--- src/rtl/pong_game_ctrl_if.sv ---
// Control/status bundle between the Pong game-flow controller and its
// surroundings; master drives the frame/start/miss inputs, slave is the controller.
interface pong_game_ctrl_if;
  logic       i_VSync;
  logic       i_Game_Start;
  logic       i_Miss_P1;
  logic       i_Miss_P2;
  logic       o_Ball_En;
  logic       o_Ball_Reset;
  logic       o_Paddle_En;
  logic [3:0] o_Score_P1;
  logic [3:0] o_Score_P2;
  logic       o_Game_Over;
  logic       o_Winner;
  logic [2:0] o_State;

  modport master (
    output i_VSync, i_Game_Start, i_Miss_P1, i_Miss_P2,
    input  o_Ball_En, o_Ball_Reset, o_Paddle_En, o_Score_P1, o_Score_P2,
           o_Game_Over, o_Winner, o_State
  );

  modport slave (
    input  i_VSync, i_Game_Start, i_Miss_P1, i_Miss_P2,
    output o_Ball_En, o_Ball_Reset, o_Paddle_En, o_Score_P1, o_Score_P2,
           o_Game_Over, o_Winner, o_State
  );
endinterface

--- src/rtl/pong_game_ctrl.sv ---
// Pong game-flow FSM: idle/serve/play/score/game-over, scores, VSync frame timing.
// Optional PONG_AUTO_RESTART_EN: GAME_OVER returns to IDLE after OVER_FRAMES ticks.
module pong_game_ctrl #(
  parameter int SERVE_FRAMES = 60,
  parameter int WIN_SCORE    = 9,
  parameter int OVER_FRAMES  = 180
) (
  input  logic             i_Clk,
  input  logic             i_Reset,
  pong_game_ctrl_if.slave  bus
);

  typedef enum logic [2:0] {
    IDLE      = 3'd0,
    SERVE     = 3'd1,
    RUNNING   = 3'd2,
    POINT_P1  = 3'd3,
    POINT_P2  = 3'd4,
    GAME_OVER = 3'd5
  } state_t;

  // One frame counter is shared by SERVE and GAME_OVER, so size it for the longer wait.
  localparam int CNT_TOP = (SERVE_FRAMES > OVER_FRAMES) ? SERVE_FRAMES : OVER_FRAMES;
  localparam int CW      = $clog2(CNT_TOP + 1);
  localparam logic [CW-1:0] SERVE_LAST = CW'(SERVE_FRAMES - 1);
`ifdef PONG_AUTO_RESTART_EN
  localparam logic [CW-1:0] OVER_LAST  = CW'(OVER_FRAMES - 1);
`endif
  localparam logic [3:0] WIN = 4'(WIN_SCORE);

  state_t        state_q, state_d;
  logic          vsync_q;
  logic          frame_tick;
  logic [CW-1:0] cnt_q, cnt_d;
  logic [3:0]    s1_q, s1_d, s2_q, s2_d;
  logic          win_q, win_d;
  logic          ball_en_q, ball_en_d;
  logic          ball_rst_q, ball_rst_d;
  logic          paddle_q, paddle_d;
  logic          over_q, over_d;

  assign frame_tick = vsync_q & ~bus.i_VSync;

  always_comb begin
    state_d = state_q;
    cnt_d   = cnt_q;
    s1_d    = s1_q;
    s2_d    = s2_q;
    win_d   = win_q;
    case (state_q)
      IDLE: if (bus.i_Game_Start) begin
        state_d = SERVE; cnt_d = '0; s1_d = '0; s2_d = '0;
      end
      SERVE: if (frame_tick) begin
        if (cnt_q == SERVE_LAST) begin
          state_d = RUNNING; cnt_d = '0;
        end else begin
          cnt_d = cnt_q + CW'(1);
        end
      end
      RUNNING: begin
        if (bus.i_Miss_P1 && bus.i_Miss_P2) begin
          state_d = SERVE; cnt_d = '0;
        end else if (bus.i_Miss_P1) begin
          state_d = POINT_P2;
        end else if (bus.i_Miss_P2) begin
          state_d = POINT_P1;
        end
      end
      POINT_P1: begin
        s1_d  = s1_q + 4'd1;
        cnt_d = '0;
        if (s1_d == WIN) begin
          state_d = GAME_OVER; win_d = 1'b0;
        end else begin
          state_d = SERVE;
        end
      end
      POINT_P2: begin
        s2_d  = s2_q + 4'd1;
        cnt_d = '0;
        if (s2_d == WIN) begin
          state_d = GAME_OVER; win_d = 1'b1;
        end else begin
          state_d = SERVE;
        end
      end
      GAME_OVER: begin
        if (bus.i_Game_Start) begin
          state_d = SERVE; cnt_d = '0; s1_d = '0; s2_d = '0;
        end
`ifdef PONG_AUTO_RESTART_EN
        else if (frame_tick) begin
          if (cnt_q == OVER_LAST) begin
            state_d = IDLE; cnt_d = '0;
          end else begin
            cnt_d = cnt_q + CW'(1);
          end
        end
`endif
      end
      default: state_d = IDLE;
    endcase

    // Outputs are decoded from the next state so they register alongside it.
    ball_en_d  = (state_d == RUNNING);
    ball_rst_d = (state_d == IDLE) || (state_d == SERVE) || (state_d == GAME_OVER);
    paddle_d   = (state_d == SERVE) || (state_d == RUNNING) ||
                 (state_d == POINT_P1) || (state_d == POINT_P2);
    over_d     = (state_d == GAME_OVER);
  end

  always_ff @(posedge i_Clk) begin
    if (i_Reset) begin
      state_q    <= IDLE;
      vsync_q    <= 1'b0;
      cnt_q      <= '0;
      s1_q       <= '0;
      s2_q       <= '0;
      win_q      <= 1'b0;
      ball_en_q  <= 1'b0;
      ball_rst_q <= 1'b1;
      paddle_q   <= 1'b0;
      over_q     <= 1'b0;
    end else begin
      state_q    <= state_d;
      vsync_q    <= bus.i_VSync;
      cnt_q      <= cnt_d;
      s1_q       <= s1_d;
      s2_q       <= s2_d;
      win_q      <= win_d;
      ball_en_q  <= ball_en_d;
      ball_rst_q <= ball_rst_d;
      paddle_q   <= paddle_d;
      over_q     <= over_d;
    end
  end

  assign bus.o_Ball_En    = ball_en_q;
  assign bus.o_Ball_Reset = ball_rst_q;
  assign bus.o_Paddle_En  = paddle_q;
  assign bus.o_Score_P1   = s1_q;
  assign bus.o_Score_P2   = s2_q;
  assign bus.o_Game_Over  = over_q;
  assign bus.o_Winner     = win_q;
  assign bus.o_State      = state_q;

endmodule

--- src/flat_wrapper.sv ---
// flat-port wrapper written by rule: the top's interface ports become plain ports
module pong_game_ctrl_flat 
#(
  parameter int SERVE_FRAMES = 60,
  parameter int WIN_SCORE    = 9,
  parameter int OVER_FRAMES  = 180
)
  (i_Clk, i_Reset, bus_i_VSync, bus_i_Game_Start, bus_i_Miss_P1, bus_i_Miss_P2, bus_o_Ball_En, bus_o_Ball_Reset, bus_o_Paddle_En, bus_o_Score_P1, bus_o_Score_P2, bus_o_Game_Over, bus_o_Winner, bus_o_State);
  pong_game_ctrl_if bus_i ();
  input  logic i_Clk;
  input  logic i_Reset;
  input wire logic [$bits(bus_i.i_VSync)-1:0] bus_i_VSync;
  input wire logic [$bits(bus_i.i_Game_Start)-1:0] bus_i_Game_Start;
  input wire logic [$bits(bus_i.i_Miss_P1)-1:0] bus_i_Miss_P1;
  input wire logic [$bits(bus_i.i_Miss_P2)-1:0] bus_i_Miss_P2;
  output wire logic [$bits(bus_i.o_Ball_En)-1:0] bus_o_Ball_En;
  output wire logic [$bits(bus_i.o_Ball_Reset)-1:0] bus_o_Ball_Reset;
  output wire logic [$bits(bus_i.o_Paddle_En)-1:0] bus_o_Paddle_En;
  output wire logic [$bits(bus_i.o_Score_P1)-1:0] bus_o_Score_P1;
  output wire logic [$bits(bus_i.o_Score_P2)-1:0] bus_o_Score_P2;
  output wire logic [$bits(bus_i.o_Game_Over)-1:0] bus_o_Game_Over;
  output wire logic [$bits(bus_i.o_Winner)-1:0] bus_o_Winner;
  output wire logic [$bits(bus_i.o_State)-1:0] bus_o_State;
  assign bus_i.i_VSync = bus_i_VSync;
  assign bus_i.i_Game_Start = bus_i_Game_Start;
  assign bus_i.i_Miss_P1 = bus_i_Miss_P1;
  assign bus_i.i_Miss_P2 = bus_i_Miss_P2;
  assign bus_o_Ball_En = bus_i.o_Ball_En;
  assign bus_o_Ball_Reset = bus_i.o_Ball_Reset;
  assign bus_o_Paddle_En = bus_i.o_Paddle_En;
  assign bus_o_Score_P1 = bus_i.o_Score_P1;
  assign bus_o_Score_P2 = bus_i.o_Score_P2;
  assign bus_o_Game_Over = bus_i.o_Game_Over;
  assign bus_o_Winner = bus_i.o_Winner;
  assign bus_o_State = bus_i.o_State;
  pong_game_ctrl #(.SERVE_FRAMES(SERVE_FRAMES), .WIN_SCORE(WIN_SCORE), .OVER_FRAMES(OVER_FRAMES)) u_core (.i_Clk(i_Clk), .i_Reset(i_Reset), .bus(bus_i));
endmodule
--- config.mk ---
export PLATFORM = sky130hd
export DESIGN_NAME = pong_game_ctrl_flat
export DESIGN_NICKNAME = d
export VERILOG_FILES = /design/src/rtl/pong_game_ctrl_if.sv /design/src/rtl/pong_game_ctrl.sv /design/src/flat_wrapper.sv
export SDC_FILE = /design/constraint.sdc
export NUM_CORES = 1
export LEC_CHECK = 0
export BUFFER_PORTS_ARGS = -buffer_cell sky130_fd_sc_hd__buf_2
export CAP_MARGIN = 20
export CORE_UTILIZATION = 49
export CTS_BUF_LIST = sky130_fd_sc_hd__clkbuf_16
export DETAILED_ROUTE_END_ITERATION = 16
export GPL_ROUTABILITY_DRIVEN = 0
export GPL_TIMING_DRIVEN = 0
export PLACE_DENSITY_LB_ADDON = 0.05
export SYNTH_ARGS = -nofsm -noshare
export SYNTH_HDL_FRONTEND = slang
export SYNTH_SLANG_ARGS = --single-unit
--- constraint.sdc ---
create_clock -name i_Clk -period 1.6 [get_ports i_Clk]
set_input_delay 0.16 -clock i_Clk [delete_from_list [all_inputs] [get_ports i_Clk]]
set_output_delay 0.16 -clock i_Clk [all_outputs]
set_load 0.01 [all_outputs]
==> results of run 1 <==
worst max-delay path by stage:
stage / to / from / slack [ns] / cells past startpoint
6_report: u_core.bus.o_Paddle_En / u_core.bus.o_State[1] / -0.11 / 6
5_1_grt: u_core.bus.o_Paddle_En / u_core.bus.o_State[1] / -0.23 / 6
4_1_cts: u_core.bus.o_Paddle_En / u_core.cnt_q[1] / -0.12 / 6
3_3_place_gp: u_core.bus.o_Paddle_En / u_core.cnt_q[1] / -0.15 / 6
2_1_floorplan: u_core.cnt_q[7] / u_core.bus.o_State[2] / -0.04 / 6
3_5_place_dp: u_core.bus.o_Paddle_En / u_core.cnt_q[0] / -0.15 / 6
flip-flops by register name (all words and copies together), names as in the netlist:
signal and count:
u_core.bus.o_Ball_En 1, u_core.bus.o_Ball_Reset 1, u_core.bus.o_Game_Over 1, u_core.bus.o_Paddle_En 1, u_core.bus.o_Score_P1 4, u_core.bus.o_Score_P2 4, u_core.bus.o_State 3, u_core.bus.o_Winner 1
u_core.cnt_q 8, u_core.vsync_q 1
cells by family after synthesis:
kind of cell,count (synthesis),synth area share
buffers and inverters,9,0.0341
adder cells (fa/ha/maj),5,0.0488
XOR/XNOR,8,0.0546
flip-flops,25,0.390
AO/OA/AOI/OAI,38,0.219
AND/OR/NAND/NOR,59,0.246
multiplexers,1,0.00781
timing repair:
item / 4_1_cts / 5_1_grt
setup buffers: 6 / 2
pin swaps: 8 / 5
resized for setup: 8 / 16
setup endpoints to repair: 13 / 16
metrics by stage:
step / TNS [ns] / utilization / total power [W] / instances
after floorplan: -0.0763 / - / 0.000719 / 145
after global placement: -1.28 / 0.578 / 0.000746 / 195
after detailed placement: -1.36 / 0.578 / 0.000748 / 195
after CTS: -0.135 / 0.637 / 0.00131 / 204
after global routing: -0.789 / 0.665 / 0.00136 / 206
final: -0.110 / 0.665 / 0.00132 / 206
synthesized netlist by cell type, types with 3 or more instances:
library cell,number
nand3_1,4
dfxtp_1,25
nor2_1,20
nor3_1,6
a21oi_1,7
nor2b_1,3
a22oi_1,3
inv_1,4
o21ai_0,7
xor2_1,7
ha_1,5
and2_1,3
nand2_1,7
per-layer routing:
layer / GRT usage / up-vias / routed length [µm]
met4: 0.0921 / 0 / 42
li1: - / 588 / -
met2: 0.380 / 17 / 1310
met3: 0.0345 / 5 / 66
met5: 0 / - / 0
met1: 0.276 / 531 / 1310
worst reg2reg max path, stage by stage (launching register included):
cell,delay [ns]
dfxtp_1,0.33
clkbuf_4,0.19
nor2_1,0.20
nand2_1,0.13
o221a_4,0.27
or4_1,0.40
a31oi_1,0.13
cells in the final DEF, fill, tap and decap left out, types with 4 or more instances in the layout:
master	instances
buf_4	9
xor2_1	7
dfxtp_1	19
dfxtp_2	5
nor2_1	19
o21ai_0	7
nand2_1	5
buf_2	20
inv_1	4
nor3_1	5
a21oi_1	6
layout make-up:
type / count / area (µm²) / area share
Multi-Input combinational cell: 111 / 820 / 0.497
Sequential cell: 25 / 510 / 0.310
Timing Repair Buffer: 28 / 160 / 0.0972
Clock buffer: 3 / 75.1 / 0.0456
Tap cell: 30 / 37.5 / 0.0228
Buffer: 4 / 22.5 / 0.0137
Inverter: 4 / 15.0 / 0.00911
Clock inverter: 1 / 7.51 / 0.00456
power groups by stage:
stage          Combinational (W)  Sequential, W  Clock (W)
2_1_floorplan          0.0000646       0.000655          0
3_3_place_gp           0.0000927       0.000653          0
3_5_place_dp           0.0000944       0.000654          0
4_1_cts                 0.000106       0.000639   0.000566
5_1_grt                 0.000134       0.000642   0.000588
6_report                0.000118       0.000642   0.000556
==> run_results.csv, run 1 <==
group,metric,value,unit
status,status,"finished, violations left",
status,violations,"setup timing",
final_layout,area_growth,28.5,%
placement,pre_cts_ws,-0.149,ns
synth,yosysUniqueCellTypes,48,
power_and_ir_drop,p_sw_frac,0.223,
final_layout,n_antenna_cell,0,
placement,port_buffers,20,
synth,ys_seq_elements,25,
cts,path_clk_slew,0.06,ns
sta,finalCriticalPeriod,1.71,ns
floorplan,start_util,0.518,
sta,postLayoutSetupSlackWorst,-0.109,ns
power_and_ir_drop,switchingPower,0.000294,W
worst_setup_path,cp_top_family,"simple AND/OR/NAND/NOR gates",
synth,synth_nets,156,
power_and_ir_drop,comb_power_share,0.090,
route,route.vias.total,1141,
route,via_per_inst,5.54,
synth,synth_edf_count,0,
route,drtAntennaViolNets,0,
worst_setup_path,crit_type,"reg2reg",
final_layout,fin_area,1650,µm²
synth,yosysSeqAreaShare,0.390,
synth,yosys_warnings,0,
final_layout,n_fill_cell,213,
route,first_iter_violations,15,
route,drcViolationCount,0,
synth,synth_ff_type,"dfxtp_1",
grt,grt_max_degree,16,
floorplan,core-area,2480,µm²
synth,synthArstFlopShare,0,
floorplan,fp-row-count,18,
worst_hold_path,min-delay-start,"bus_i_VSync",
cts,cts_root_buf,"clkbuf_16",
route,routed_wl,2.73,mm
power_and_ir_drop,power.density,798,nW/µm²
sta,hold_viol_final,0,
synth,post-synth-top-area-cell,"dfxtp_1",
sta,relSlewSlack,0.676,
worst_setup_path,cp_slowest_stage_delay,0.40,ns
worst_hold_path,hold_end,"u_core.vsync_q",
synth,yosysTopAreaCellShare,0.390,
sta,post-route-period-util,1.07,
sta,fmax,585,MHz
worst_setup_path,worstPathRequired,1.79,ns
power_and_ir_drop,pwr-share-seq,0.488,
worst_setup_path,arrival,1.90,ns
final_layout,drive_above_1_share,0.347,
worst_setup_path,endpoint_kind,"flip-flop",
sta,slew_violations,0,
placement,dp_hpwl,1.87,mm
worst_setup_path,r2r_setup_slack,-0.11,ns
cts,h-tree-depth,1,
synth,synth_cells,145,
floorplan,die_area,2830,µm²
power_and_ir_drop,clkPwrFrac,0.422,
job,maxCapViolCount,0,
grt,gr-total-overflow,0,
power_and_ir_drop,internal_power,0.00102,W
grt,gr-usage-all-layers,0.223,
worst_setup_path,r2r_start,"u_core.bus.o_State[1]",
power_and_ir_drop,leakage,0.674,nW
worst_hold_path,worstHoldPathCells,2,
floorplan,die_h,53.2,µm
worst_setup_path,crit_slowest_cell,"or4_1",
floorplan,pin_count,22,
cts,cts.sink_count,25,
cts,cts_hold_buffers,0,
grt,grt_pass1_vias,1090,
worst_setup_path,cp_max_fo,10,
route,drtPass1Iterations,4,
worst_setup_path,critPathLaunchType,"flip-flop",
worst_setup_path,r2r_end,"u_core.bus.o_Paddle_En",
worst_hold_path,worstHoldPathType,"in2reg",
power_and_ir_drop,worst_ir_drop_vdd,0.526,mV
route,wl_per_cell,13.3,µm
worst_setup_path,reg2reg_depth,6,
sta,timing.hold.ws,0.149,ns
synth,netlist_area,1280,µm²
worst_setup_path,crit_buf_inv,1,
worst_setup_path,path_cells,"clkbuf_4 -> nor2_1 -> nand2_1 -> o221a_4 -> or4_1 -> a31oi_1",
cts,cts_tree,"built",
sta,clock_skew,0.00390,ns
cts,clock_latency,0.26,ns
sta,tightestPinTransition,0.486,ns
final_layout,nets,188,
synth,synth.avg_cell_area,8.84,µm²
grt,antenna_found_initial,0,
placement,place_area,1430,µm²
cts,cts_max_path_buffers,2,
sta,setup_viol,2,
synth,synth_area_leaders,"dfxtp_1, nor2_1, ha_1, xor2_1, a21oi_1",
cts,cts_made_buffers,3,
grt,grt_pass1_wl,4.51,mm
floorplan,die_w,53.2,µm
sta,grt_setup_unrepaired,"true",
Power figures use the tool's default switching activity.
==> inputs of run 2 (changes only) <==
--- a/config.mk
+++ b/config.mk
@@ -5,10 +5,11 @@
 export SDC_FILE = /design/constraint.sdc
 export NUM_CORES = 1
 export LEC_CHECK = 0
+export ABC_AREA = 1
 export BUFFER_PORTS_ARGS = -buffer_cell sky130_fd_sc_hd__buf_2
 export CAP_MARGIN = 20
-export CORE_UTILIZATION = 49
-export CTS_BUF_LIST = sky130_fd_sc_hd__clkbuf_16
+export CORE_UTILIZATION = 53
+export CTS_BUF_LIST = sky130_fd_sc_hd__clkbuf_8
 export DETAILED_ROUTE_END_ITERATION = 16
 export GPL_ROUTABILITY_DRIVEN = 0
 export GPL_TIMING_DRIVEN = 0
==> run 2 against run 1 <==
The run now ends clean; utilization rose by 0.74 points; non-clock buffer count is 6 lower; via count grew 19%; critical path depth is 2 higher; worst hold slack lost 0.010 ns; global-route usage shrank 1.2 points; total power fell by 13%; sequential share of layout area down 1.2 points; die area increased by 6.0%; area after synthesis rose by 15%; sequential power down 0.9%.
==> run_results.csv, run 2 <==
group,metric,value,unit
worst_setup_path,critPathLaunchType,"flip-flop",
worst_setup_path,crit_slowest_cell,"dfxtp_1",
power_and_ir_drop,leakage,0.814,nW
route,drtAntennaViolNets,0,
sta,postLayoutSetupSlackWorst,0.159,ns
synth,post-synth-top-area-cell,"dfxtp_1",
worst_setup_path,arrival,1.63,ns
cts,h-tree-depth,1,
final_layout,layout_common_cells,"nand2_1, inv_1, nor2_1, buf_2, dfxtp_1",
worst_setup_path,path_cells,"inv_2 -> nand2_2 -> nor2_2 -> nand2_2 -> nand4_4 -> inv_4 -> nand2_1 -> a21oi_1",
sta,timing.hold.ws,0.139,ns
worst_setup_path,crit_top_cell,"nand2_2",
final_layout,regMostFlops,"u_core.cnt_q",
worst_setup_path,cp_max_fo,9,
synth,synth_most_common_cell,"nand2_1",
grt,grt_pass1_wl,4.62,mm
floorplan,die_w,54.7,µm
sta,finalCriticalPeriod,1.44,ns
worst_hold_path,worstHoldPathType,"in2reg",
route,via_per_inst,4.78,
cts,cts_made_buffers,3,
floorplan,core-area,2540,µm²
cts,cts_tree,"built",
route,top_layer_used,"met4",
worst_setup_path,cp_slowest_stage_delay,0.50,ns
final_layout,largest_register_ffs,8,
power_and_ir_drop,worst_ir_drop_vdd,0.602,mV
final_layout,fin_util,0.673,
sta,tightestPinTransition,0.540,ns
sta,clock_skew,0.00844,ns
route,wl_met3,66,µm
sta,relSlewSlack,0.640,
cts,path_clk_slew,0.08,ns
synth,synth_edf_count,0,
route,route.met2.wl,1.25,mm
final_layout,area_growth,16.1,%
worst_setup_path,cp_top_family,"flip-flops",
cts,cts.sink_count,25,
route,first_iter_violations,20,
placement,port_buffers,20,
job,maxCapViolCount,0,
power_and_ir_drop,power.density,668,nW/µm²
synth,netlist_area,1470,µm²
synth,ys_seq_elements,25,
synth,synth_cells,227,
synth,yosysSeqAreaShare,0.340,
sta,grt_setup_unrepaired,"false",
sta,setup_viol,0,
worst_setup_path,crit_buf_inv,2,
sta,fmax,694,MHz
route,drcViolationCount,0,
sta,hold_viol_final,0,
route,route.vias.total,1358,
floorplan,fp-row-count,18,
synth,synth_area_leaders,"dfxtp_1, nand2_1, inv_1, nor2_1, a21oi_1",
synth,synth_ff_type,"dfxtp_1",
worst_setup_path,crit_type,"reg2reg",
final_layout,drive_above_1_share,0.232,
cts,clock_latency,0.27,ns
grt,gr-total-overflow,0,
floorplan,die_area,3000,µm²
synth,synth_nets,238,
floorplan,start_util,0.579,
cts,cts_hold_buffers,0,
sta,post-route-period-util,0.900,
final_layout,nets,266,
sta,slew_violations,0,
final_layout,n_fill_cell,242,
route,wl_per_cell,10.1,µm
final_layout,layout_commonest_cell,"nand2_1",
status,status,"finished, final reports clean",
grt,gr-usage-all-layers,0.211,
synth,yosys_warnings,0,
synth,ys_top_cells_by_count,"nand2_1, inv_1, dfxtp_1, nor2_1, a21oi_1",
cts,cts_root_buf,"clkbuf_8",
worst_setup_path,r2r_setup_slack,0.16,ns
synth,yosysTopAreaCellShare,0.340,
route,drtPass1Iterations,4,
grt,grt_pass1_vias,1114,
worst_setup_path,endpoint_kind,"flip-flop",
synth,yosysUniqueCellTypes,25,
synth,synthArstFlopShare,0,
placement,dp_hpwl,2.11,mm
grt,antenna_found_initial,0,
route,routed_wl,2.88,mm
power_and_ir_drop,power.total,0.00114,W
final_layout,n_antenna_cell,0,
grt,grt_max_degree,15,
floorplan,pin_count,22,
placement,pre_cts_ws,0.0257,ns
cts,cts_max_path_buffers,2,
sta,finalSetupTns,0,ns
floorplan,die_h,54.7,µm
synth,synth.avg_cell_area,6.49,µm²
worst_setup_path,worstPathRequired,1.78,ns
route,wirelength_met1,1.55,mm
[run 2: cell type report]
type,count,area [µm²],share of cell area
buffer,3,15.0,0.00877
clock buffer,3,41.3,0.0241
clock inverter,1,5.00,0.00292
inverter,37,141,0.0826
multi-input combinational,162,840,0.490
sequential,25,509,0.298
tap,30,37.5,0.0219
timing repair buffer,23,123,0.0716
[run 2: path summary, 6_finish.rpt]
kind | from | end | cells after the start
max | u_core.bus.o_State[2] | u_core.cnt_q[0] | 8
min | bus_i_VSync | u_core.vsync_q | 3
min reg2reg | u_core.bus.o_Score_P1[3] | u_core.bus.o_Score_P1[3] | 2
max reg2reg | u_core.bus.o_State[2] | u_core.cnt_q[0] | 8
[run 2: metal layers]
metal  vias to the layer above  global-route usage
li1                        758                   -
met1                       580               0.287
met2                        18               0.343
met3                         2              0.0333
met4                         0              0.0513
met5                         -                   0
[run 2: power by group]
part	switching [W]	leakage, nW	internal, W
Sequential	0.00000546	0.205	0.000631
Clock	0.000196	0.0255	0.000174
Combinational	0.0000956	0.583	0.0000431
[run 2: repair_timing]
item / 4_1_cts / 5_1_grt
resized for setup: 0 / 11
setup buffers: 0 / 3
setup endpoints to repair: 0 / 12
[run 2: metrics by stage]
| stage | cell area [µm²] | std cells |
|---|---|---|
| finish | 1710 | 284 |
| global placement | 1610 | 277 |
| floorplan | 1470 | 227 |
| detailed placement | 1610 | 277 |
| CTS | 1660 | 281 |
| global route | 1710 | 284 |
[run 2: cells by family (layout without fill, tap and decap cells)]
logic type      Yosys count  count (layout)  share of synthesized area
simple gates            130             130                      0.407
buf+inv                  40              67                      0.106
compound gates           25              25                     0.0925
flops                    25              25                      0.340
fa+ha+maj                 5               5                     0.0424
xor+xnor                  2               2                     0.0119
[run 2: worst register-to-register path: stages (launching register included)]
cell and delay (ns):
dfxtp_1 0.50, inv_2 0.10, nand2_2 0.11, nor2_2 0.06, nand2_2 0.08, nand4_4 0.19, inv_4 0.15, nand2_1 0.06
a21oi_1 0.12
